`src/rtl/seg7_scan_mux_pkg.sv`:
```
// rtl/seg7_scan_mux_pkg.sv - glyph table, segment bit order and parameter checks for seg7_scan_mux
package seg7_scan_mux_pkg;

    localparam int SEG_W = 7;

    // Segment bus order, MSB first: {a,b,c,d,e,f,g}
    typedef struct packed {
        logic a;
        logic b;
        logic c;
        logic d;
        logic e;
        logic f;
        logic g;
    } seg_bits_t;

    localparam logic [SEG_W-1:0] SEG_0   = 7'h7E;
    localparam logic [SEG_W-1:0] SEG_1   = 7'h30;
    localparam logic [SEG_W-1:0] SEG_2   = 7'h6D;
    localparam logic [SEG_W-1:0] SEG_3   = 7'h79;
    localparam logic [SEG_W-1:0] SEG_4   = 7'h33;
    localparam logic [SEG_W-1:0] SEG_5   = 7'h5B;
    localparam logic [SEG_W-1:0] SEG_6   = 7'h5F;
    localparam logic [SEG_W-1:0] SEG_7   = 7'h70;
    localparam logic [SEG_W-1:0] SEG_8   = 7'h7F;
    localparam logic [SEG_W-1:0] SEG_9   = 7'h7B;
    localparam logic [SEG_W-1:0] SEG_A   = 7'h77;
    localparam logic [SEG_W-1:0] SEG_B   = 7'h1F;
    localparam logic [SEG_W-1:0] SEG_C   = 7'h4E;
    localparam logic [SEG_W-1:0] SEG_D   = 7'h3D;
    localparam logic [SEG_W-1:0] SEG_E   = 7'h4F;
    localparam logic [SEG_W-1:0] SEG_F   = 7'h47;
    localparam logic [SEG_W-1:0] SEG_OFF = 7'h00;

    // Legal configurations: 2..8 digits, slot of at least 2 cycles, dead time shorter than a slot
    function automatic bit params_ok(input int digits, input int prescale, input int dead);
        return (digits >= 2) && (digits <= 8) && (prescale >= 2) &&
               (dead >= 0) && (dead < prescale);
    endfunction

endpackage

```
`src/rtl/seg7_hex_decode.sv`:
```
// rtl/seg7_hex_decode.sv - combinational nibble to 7-segment glyph decoder
module seg7_hex_decode
    import seg7_scan_mux_pkg::*;
(
    input  logic [3:0]       i_nib,
    output logic [SEG_W-1:0] o_seg
);

    // Table lookup of the hex glyph for one nibble
    always_comb begin
        o_seg = SEG_OFF;
        case (i_nib)
            4'h0: o_seg = SEG_0;
            4'h1: o_seg = SEG_1;
            4'h2: o_seg = SEG_2;
            4'h3: o_seg = SEG_3;
            4'h4: o_seg = SEG_4;
            4'h5: o_seg = SEG_5;
            4'h6: o_seg = SEG_6;
            4'h7: o_seg = SEG_7;
            4'h8: o_seg = SEG_8;
            4'h9: o_seg = SEG_9;
            4'hA: o_seg = SEG_A;
            4'hB: o_seg = SEG_B;
            4'hC: o_seg = SEG_C;
            4'hD: o_seg = SEG_D;
            4'hE: o_seg = SEG_E;
            4'hF: o_seg = SEG_F;
            default: o_seg = SEG_OFF;
        endcase
    end

endmodule

```
`src/rtl/seg7_scan_mux.sv`:
```
// rtl/seg7_scan_mux.sv - multiplexed 7-segment scanner with double-buffered value and leading-zero blanking
module seg7_scan_mux
    import seg7_scan_mux_pkg::*;
#(
    parameter int DIGITS   = 4,
    parameter int PRESCALE = 4,
    parameter int DEAD     = 1
) (
    input  logic                  clk,
    input  logic                  rst_n,
    input  logic                  load,
    input  logic [4*DIGITS-1:0]   value,
    input  logic                  blank_lz,
    output logic [DIGITS-1:0]     dig_en,
    output logic [SEG_W-1:0]      seg,
    output logic                  frame_done
);

    localparam int CNT_W = $clog2(PRESCALE);
    localparam int IDX_W = $clog2(DIGITS);
    localparam logic [CNT_W-1:0] CNT_LAST = CNT_W'(PRESCALE - 1);
    localparam logic [IDX_W-1:0] IDX_LAST = IDX_W'(DIGITS - 1);

    if (!params_ok(DIGITS, PRESCALE, DEAD)) begin : g_bad_params
        $error("seg7_scan_mux: illegal DIGITS/PRESCALE/DEAD combination");
    end

    logic [CNT_W-1:0]    r_cnt;
    logic [IDX_W-1:0]    r_idx;
    logic [4*DIGITS-1:0] r_act;
    logic [4*DIGITS-1:0] r_pend;
    logic                r_pend_v;
    logic [DIGITS-1:0]   r_dig_en;
    logic [SEG_W-1:0]    r_seg;
    logic                r_frame_done;

    logic                w_tick;
    logic                w_boundary;
    logic                w_live;
    logic                w_zero_run;
    logic [DIGITS-1:0]   w_blank;
    logic [3:0]          w_nib;
    logic [SEG_W-1:0]    w_glyph;

    assign w_tick     = (r_cnt == CNT_LAST);
    assign w_boundary = w_tick && (r_idx == IDX_LAST);

    // With no dead time every cycle of the slot drives its digit
    if (DEAD == 0) begin : g_no_dead
        assign w_live = 1'b1;
    end else begin : g_dead
        assign w_live = (r_cnt >= CNT_W'(DEAD));
    end

    // Prescaler and digit index: idx advances once per slot and wraps after the last digit
    always_ff @(posedge clk or negedge rst_n) begin
        if (!rst_n) begin
            r_cnt <= '0;
            r_idx <= '0;
        end else if (w_tick) begin
            r_cnt <= '0;
            r_idx <= (r_idx == IDX_LAST) ? '0 : r_idx + IDX_W'(1);
        end else begin
            r_cnt <= r_cnt + CNT_W'(1);
        end
    end

    // Double buffer: act only changes on a frame boundary; a load on the boundary bypasses pend
    always_ff @(posedge clk or negedge rst_n) begin
        if (!rst_n) begin
            r_act    <= '0;
            r_pend   <= '0;
            r_pend_v <= 1'b0;
        end else if (load) begin
            r_pend <= value;
            if (w_boundary) begin
                r_act    <= value;
                r_pend_v <= 1'b0;
            end else begin
                r_pend_v <= 1'b1;
            end
        end else if (w_boundary && r_pend_v) begin
            r_act    <= r_pend;
            r_pend_v <= 1'b0;
        end
    end

    // Leading-zero mask: a digit is blanked while every nibble from the top down to it is zero
    always_comb begin
        w_blank    = '0;
        w_zero_run = blank_lz;
        for (int k = DIGITS - 1; k >= 1; k--) begin
            w_zero_run = w_zero_run & (r_act[4*k +: 4] == 4'h0);
            w_blank[k] = w_zero_run;
        end
    end

    assign w_nib = r_act[{r_idx, 2'b00} +: 4];

    seg7_hex_decode u_decode (
        .i_nib (w_nib),
        .o_seg (w_glyph)
    );

    // Registered pin drivers, one cycle behind the scan state
    always_ff @(posedge clk or negedge rst_n) begin
        if (!rst_n) begin
            r_dig_en     <= '0;
            r_seg        <= SEG_OFF;
            r_frame_done <= 1'b0;
        end else begin
            r_dig_en     <= w_live ? (DIGITS'(1) << r_idx) : '0;
            r_seg        <= w_blank[r_idx] ? SEG_OFF : w_glyph;
            r_frame_done <= w_boundary;
        end
    end

    assign dig_en     = r_dig_en;
    assign seg        = r_seg;
    assign frame_done = r_frame_done;

endmodule

```
`config.mk`:
```
export PLATFORM = sky130hd
export DESIGN_NAME = seg7_scan_mux
export DESIGN_NICKNAME = d
export VERILOG_FILES = /design/src/rtl/seg7_scan_mux_pkg.sv /design/src/rtl/seg7_hex_decode.sv /design/src/rtl/seg7_scan_mux.sv
export SDC_FILE = /design/constraint.sdc
export NUM_CORES = 1
export LEC_CHECK = 0
export ABC_CLOCK_PERIOD_IN_PS = 2250
export CAP_MARGIN = 10
export CORE_MARGIN = 8
export CORE_UTILIZATION = 50
export DETAILED_ROUTE_END_ITERATION = 7
export GPL_TIMING_DRIVEN = 0
export PLACE_DENSITY = 0.77
export SYNTH_ARGS = -nofsm -noshare
export SYNTH_HDL_FRONTEND = slang
export SYNTH_SLANG_ARGS = --single-unit
```
`constraint.sdc`:
```
create_clock -name clk -period 2.25 [get_ports clk]
set_input_delay 0.225 -clock clk [delete_from_list [all_inputs] [get_ports clk]]
set_output_delay 0.225 -clock clk [all_outputs]
set_load 0.01 [all_outputs]
```
==> impl_metrics.xml <==
<?xml version="1.0" encoding="UTF-8"?>
<metrics>
  <group name="drt">
    <metric name="route.detailed.wl_per_inst" unit="um">14.8</metric>
    <metric name="routed-via-count" unit="">1413</metric>
    <metric name="antenna_violating_nets_post_route" unit="">0</metric>
    <metric name="detail_route.drc_violations" unit="">0</metric>
    <metric name="drt_first_pass_iters" unit="">4</metric>
    <metric name="routed_wirelength" unit="mm">3.96</metric>
    <metric name="routed_via_density" unit="">5.27</metric>
    <metric name="number_of_design_rule_violations_left_by_the_first_detailed_router_iteration" unit="">76</metric>
  </group>
  <group name="sta">
    <metric name="slew_headroom" unit="%">62.1</metric>
    <metric name="finalHoldWorstSlack" unit="ns">0.364</metric>
    <metric name="fin_skew" unit="ns">0.00408</metric>
    <metric name="rsz0062_at_grt" unit="">no</metric>
    <metric name="max_slew.worst_pin.slew" unit="ns">0.568</metric>
    <metric name="layout_worst_path_cycle_share" unit="%">93.8</metric>
    <metric name="period_needed" unit="ns">2.11</metric>
    <metric name="maxSlewViolCount" unit="">0</metric>
    <metric name="final_hold_viol_count" unit="">0</metric>
    <metric name="fmax" unit="MHz">474</metric>
    <metric name="totalNegativeSetupSlack" unit="ns">0</metric>
    <metric name="finalSetupViolCount" unit="">0</metric>
  </group>
  <group name="synthesis">
    <metric name="synth_top_cell_by_area" unit="">dfrtp_1</metric>
    <metric name="synth_top_area_share" unit="%">52.3</metric>
    <metric name="synth_top_family_by_area" unit="">multiplexers</metric>
    <metric name="synth-adder-area-share" unit="%">6.40</metric>
    <metric name="synth_enable_flop_cells" unit="">0</metric>
    <metric name="fraction_of_the_mapped_netlist_area_in_compound_gates" unit="%">5.71</metric>
    <metric name="synth.yosys.warnings" unit="">0</metric>
    <metric name="synth_area_leaders" unit="">dfrtp_1, mux2_2, ha_1</metric>
    <metric name="avgSynthCellArea" unit="um2">13.6</metric>
    <metric name="synth.mux.area_fraction" unit="%">24.2</metric>
    <metric name="synth_async_sr_flop_share" unit="%">100</metric>
    <metric name="synth_seq_area_share" unit="%">52.3</metric>
    <metric name="synth-simple-area-share" unit="%">6.88</metric>
    <metric name="post_synth_cell_types" unit="">35</metric>
    <metric name="postSynthCellCount" unit="">173</metric>
    <metric name="synthesis.nets" unit="">205</metric>
    <metric name="flop_and_latch_count_out_of_synthesis" unit="">49</metric>
    <metric name="synthesis.area" unit="um2">2350</metric>
    <metric name="ys_dominant_reg_cell" unit="">dfrtp_1</metric>
    <metric name="synth_xor_xnor_area_share" unit="%">1.49</metric>
  </group>
  <group name="cts">
    <metric name="clk_pin_slew_worst_paths" unit="ns">0.09</metric>
    <metric name="cts_max_level" unit="">2</metric>
    <metric name="worstSkewPairLatency" unit="ns">0.30</metric>
    <metric name="cts_tree" unit="">yes</metric>
    <metric name="cts_sinks" unit="">49</metric>
    <metric name="cts_max_path_buffers" unit="">2</metric>
    <metric name="cts_made_buffers" unit="">5</metric>
    <metric name="cts-root-buf" unit="">clkbuf_8</metric>
  </group>
  <group name="critical_path">
    <metric name="worstReg2RegEnd" unit="">seg[6]</metric>
    <metric name="worst_r2r_path_depth" unit="">8</metric>
    <metric name="worstPathCellList" unit="">buf_6 &gt; mux4_2 &gt; inv_2 &gt; ha_2 &gt; nor3b_1 &gt; a211o_1 &gt; a21oi_2 &gt; nor2_1</metric>
    <metric name="regToRegStartpoint" unit="">r_idx[0]</metric>
    <metric name="critical_path_required" unit="ns">2.42</metric>
    <metric name="slowest_stage" unit="">mux4_2</metric>
    <metric name="reg2reg_slack" unit="ns">0.14</metric>
    <metric name="critical_path.top_delay_family" unit="">multiplexers</metric>
    <metric name="critical_path.endpoint_type" unit="">flop</metric>
    <metric name="crit_buf_inv" unit="">2</metric>
    <metric name="timing.critical_path.slowest_cell_delay" unit="ns">0.58</metric>
    <metric name="cp_data_arrival_time" unit="ns">2.28</metric>
    <metric name="timing.critical_path.from_type" unit="">flop</metric>
    <metric name="timing.setup.critical_path_class" unit="">reg2reg</metric>
    <metric name="critPathMaxFanout" unit="">9</metric>
  </group>
  <group name="hold_path">
    <metric name="hp-start" unit="">load</metric>
    <metric name="whs_path_depth" unit="">2</metric>
    <metric name="min_path_type" unit="">in2reg</metric>
    <metric name="min_delay_worst_endpoint" unit="">r_pend[2]</metric>
  </group>
  <group name="floorplanning">
    <metric name="core-area" unit="um2">4630</metric>
    <metric name="die_width" unit="um">84.5</metric>
    <metric name="starting_density_of_the_core" unit="%">50.7</metric>
    <metric name="design.die.area" unit="um2">7140</metric>
    <metric name="row_cnt" unit="">25</metric>
    <metric name="floorplan.io_pins" unit="">32</metric>
    <metric name="die_height" unit="um">84.5</metric>
  </group>
  <group name="cells_and_area">
    <metric name="layout-area-overhead-vs-synth" unit="%">20.9</metric>
    <metric name="layout-drive-gt1-share" unit="%">31.3</metric>
    <metric name="antenna_cells" unit="">0</metric>
    <metric name="final_nets" unit="">245</metric>
    <metric name="finish.utilization" unit="%">61.3</metric>
    <metric name="stdcell_area" unit="um2">2840</metric>
    <metric name="layoutNonFillerInstCount" unit="">268</metric>
  </group>
  <group name="run_status">
    <metric name="outcome" unit="">completed</metric>
  </group>
  <group name="global_routing">
    <metric name="overflow" unit="">0</metric>
    <metric name="grt_start_max_net_pins" unit="">32</metric>
    <metric name="first_global_vias" unit="">1504</metric>
    <metric name="grt_antenna_before_repair" unit="">0</metric>
    <metric name="first_pass_grt_wire_length" unit="mm">7.02</metric>
    <metric name="gr-usage-all-layers" unit="%">12.3</metric>
  </group>
  <group name="placement">
    <metric name="count_of_placed_standard_cells_including_taps" unit="">258</metric>
    <metric name="detailedPlacementHpwl" unit="mm">2.99</metric>
    <metric name="port-buffer-count" unit="">30</metric>
    <metric name="gpl.final_weighted_congestion" unit="">0.809</metric>
    <metric name="placed_area" unit="um2">2730</metric>
  </group>
  <group name="job">
    <metric name="drv_cap" unit="">0</metric>
  </group>
  <group name="power_and_ir_drop">
    <metric name="ir_drop" unit="uV">383</metric>
    <metric name="power-per-cell-area" unit="nW/um2">648</metric>
    <metric name="leakage" unit="nW">1.21</metric>
  </group>
</metrics>
-- placed cells by master, fill, tap and decap left out, types with 2 or more instances in the layout --
cell,Yosys,layout
mux2_4,2,2
buf_2,3,4
ha_1,12,11
xor2_1,4,4
clkdlybuf4s50_1,0,29
a21oi_1,5,4
mux2_2,34,34
inv_2,1,3
nand2_1,7,7
buf_6,3,3
mux4_2,4,4
inv_1,5,3
dfrtp_1,49,49
clkbuf_1,0,2
mux2i_1,2,2
nor2b_1,4,4
nor2_1,11,11
clkbuf_8,0,5
o21ai_0,5,5
mux2i_4,2,2
nor4_1,3,3
-- stage by stage --
stage	power (mW)	setup WS (ns)
floorplan	1.21	0.279
global placement	1.34	-0.367
detailed placement	1.35	0.0537
CTS	1.86	0.0258
global route	1.94	0.0301
finish	1.84	0.139
-- sequential cells by signal (all words and copies together), names as in the netlist --
register	count
dig_en	4
frame_done	1
r_act	16
r_cnt	2
r_idx	2
r_pend	16
r_pend_v	1
seg	7
-- Yosys cell counts, drive strengths merged (3+ instances only) --
| master | count |
|---|---|
| a21oi | 5 |
| buf | 6 |
| dfrtp | 49 |
| ha | 12 |
| inv | 6 |
| mux2 | 36 |
| mux2i | 4 |
| mux4 | 4 |
| nand2 | 7 |
| nor2 | 12 |
| nor2b | 4 |
| nor4 | 3 |
| o21ai | 7 |
| xor2 | 4 |
-- routing by layer --
metal	share of wire [%]	wire length, um	vias to the layer above	global-route usage (%)
met4	2.0	79	0	5.83
met5	0	0	-	0
met3	5.1	203	7	4.29
met2	47	1870	28	20.0
li1	-	-	686	-
met1	46	1810	692	14.1
-- how the worst max path moves through the flow --
stage             start        end  depth (start not counted)
2_1_floorplan  r_idx[0]     seg[6]                          8
3_3_place_gp      rst_n  r_pend[4]                          1
3_5_place_dp   r_idx[0]     seg[6]                          8
4_1_cts        r_idx[0]     seg[6]                          8
5_1_grt        r_idx[0]     seg[6]                          8
6_report       r_idx[0]     seg[6]                          8
-- cell families (layout without fill, tap and decap cells) --
kind of cell             Yosys count  count (layout)
buffers and inverters             12              53
multiplexers                      44              44
AND/OR/NAND/NOR                   32              32
adder cells (fa/ha/maj)           12              12
AO/OA/AOI/OAI                     20              20
flip-flops                        49              49
XOR/XNOR                           4               4
-- layout make-up --
class	instances	area [um2]
flip-flops and latches	49	1230
plain buffers	6	48.8
fillers	373	1790
clock buffers	7	76.3
multi-input cells	112	1050
inverters	6	22.5
well taps	54	67.6
clock inverters	1	7.51
repair buffers	33	333
-- repair_timing --
item / 4_1_cts / 5_1_grt
hold buffers: 1 / 0
resized for setup: 0 / 4
buffers inserted: 0 / 1
setup endpoints to repair: 0 / 1
hold endpoints to repair: 18 / 0
-- report_power, final --
group	internal, mW	leakage (nW)	total [mW]	switching, mW
Combinational	0.191	0.589	0.335	0.143
Sequential	0.959	0.583	1.00	0.0423
Clock	0.220	0.0385	0.503	0.282
Total	1.37	1.21	1.84	0.468
Power figures use the tool's default switching activity.
==> RTL edit: new RTL, same settings <==
`PRESCALE`: 4 -> 16.
--- a/src/rtl/seg7_scan_mux.sv
+++ b/src/rtl/seg7_scan_mux.sv
@@ -4,5 +4,5 @@
 #(
     parameter int DIGITS   = 4,
-    parameter int PRESCALE = 4,
+    parameter int PRESCALE = 16,
     parameter int DEAD     = 1
 ) (
Behaviour: not the same (Yosys sat finds a counterexample within 10 cycles, from zero or initial values and one cycle with rst_n low).
==> RTL edit against the original RTL <==
  * Maximum frequency grew 2.5%
  * Synthesized area is 4.2% higher
  * Sequential share of layout area shrank 0.17 points
  * Clock skew grew 0.0013 ns
  * Utilization up 1.5 points
  * Highest routed layer unchanged
  * Final area increased by 4.6%
  * Final cell count rose by 6.0%
  * Critical endpoint unchanged
  * Worst setup slack better by 0.051 ns
  * Wire length up 3.4%
  * Sequential cell count is 2 higher
  * Count of clock-buffer cells in the layout down 1
Power is not compared: it rests on default switching activity, and its combinational part moved more than twofold at a synthesized area within 25%.
==> RTL edit: results (changes against the original RTL) <==
\begin{tabular}{lr}
\hline
Metric & Value \\
\hline
\multicolumn{2}{l}{\textbf{Status}} \\
Result of the run & finished clean \\
\multicolumn{2}{l}{\textbf{Layout}} \\
Fraction of final layout cells with drive strength greater than 1 & 26.7\% (-4.6 points) \\
Final cell count without fillers & 284 (+6.0\%) \\
Total Nets Final & 249 (+1.6\%) \\
\multicolumn{2}{l}{\textbf{Global routing}} \\
Global Route Usage Sum & 12.4\% (+0.13 points) \\
Largest net degree at the start of global routing & 35 (+9.4\%) \\
First-pass GRT wire length & 7.26 mm (+3.4\%) \\
\multicolumn{2}{l}{\textbf{Worst setup path}} \\
Crit-path max FO & 8 (-1) \\
Worst reg2reg setup slack & 0.19 ns (+0.05 ns) \\
Critical Path AT & 2.26 ns (-0.02 ns) \\
\multicolumn{2}{l}{\textbf{Route}} \\
Via/cell ratio & 4.92 (-6.6\%) \\
Initial drt markers & 78 (+2.6\%) \\
DR WL met3 & 181 µm (-11\%) \\
Amount of wire on met2 after detailed routing & 1.82 mm (-2.5\%) \\
\multicolumn{2}{l}{\textbf{Yosys}} \\
List of most frequent post-synthesis cells & dfrtp\_1, mux2\_2, ha\_1 \\
Xor-xnor portion of the synthesized cell area & 0.358\% (-1.1 points) \\
Sequential-to-total area share from yosys stat & 52.2\% (about the same) \\
Ranking of synthesized cells by area & dfrtp\_1, mux2\_2, mux2\_4 \\
Post-synthesis cell type count & 39 (+11\%) \\
Synthesized-area fraction occupied by ao, oa, aoi and oai cells & 4.30\% (-1.4 points) \\
Adder-cell share of the synthesized area & 6.66\% (+0.26 points) \\
Multiplexer fraction of the synthesized cell area & 24.0\% (-0.20 points) \\
\multicolumn{2}{l}{\textbf{Placement}} \\
Placed cell area & 2840 µm² (+4.2\%) \\
Setup WS pre-CTS & -0.167 ns (-0.221 ns) \\
Final weighted congestion in routability-driven placement & 0.785 (-2.9\%) \\
\multicolumn{2}{l}{\textbf{Timing}} \\
Final Skew & 0.00542 ns (+0.00134 ns) \\
Worst slew margin relative to its limit & 56.5\% (-5.6 points) \\
\hline
\end{tabular}
==> RTL edit: cell types whose count changed after synthesis, moves of 3 or more <==
| cell | change |
|---|---|
| mux2_2 | -18 |
| mux2_4 | +10 |
| mux2i_1 | +9 |
| mux2_1 | +6 |
| mux4_2 | -3 |
| nor2_1 | -3 |
| xor2_1 | -3 |
==> RTL edit: critical path: stages (launching register included) <==
cell and delay [ns]:
dfrtp_2 0.48, mux4_2 0.60, inv_1 0.14, ha_2 0.28
mux2i_1 0.10, a21oi_1 0.15, a21o_1 0.14, a21oi_1 0.06
==> RTL edit: metal layers <==
metal  vias up  track usage [%]
met5         -                0
met4         0             4.78
met3         8             3.53
met2        29             19.5
met1       665             15.8
li1        696                -
==> RTL edit: worst max-delay path by stage <==
stage	from	to	slack, ns	depth (start not counted)
floorplan	r_idx[0]	seg[6]	0.14	8
global placement	rst_n	r_pend[1]	-0.48	1
detailed placement	r_idx[0]	seg[6]	-0.17	8
CTS	r_idx[0]	seg[6]	0.0007	7
global route	r_idx[0]	seg[6]	0.01	7
finish	r_idx[0]	seg[6]	0.19	7
==> RTL edit: layout make-up <==
cell class	instances	area [µm²]
multi-input combinational	112	1070
timing repair buffer	32	325
buffer	7	68.8
sequential	51	1280
fill	373	1760
clock inverter	2	35.0
clock buffer	6	82.6
inverter	7	26.3
tap	67	83.8
==> RTL edit: what timing repair did <==
action	CTS	global route
gates cloned	0	0
gates resized for setup	1	2
pin swaps	0	0
endpoints found under the hold margin	17	0
hold buffers	1	0
endpoints found under the setup margin	5	1
==> RTL edit: report_power, final <==
group          total (µW)  internal [µW]  leakage (µW)  switching (µW)
Combinational         123           71.4      0.000704            51.3
Clock                 650            360     0.0000612             290
Sequential            957            949      0.000643            7.93
Total                1730           1380       0.00141             349
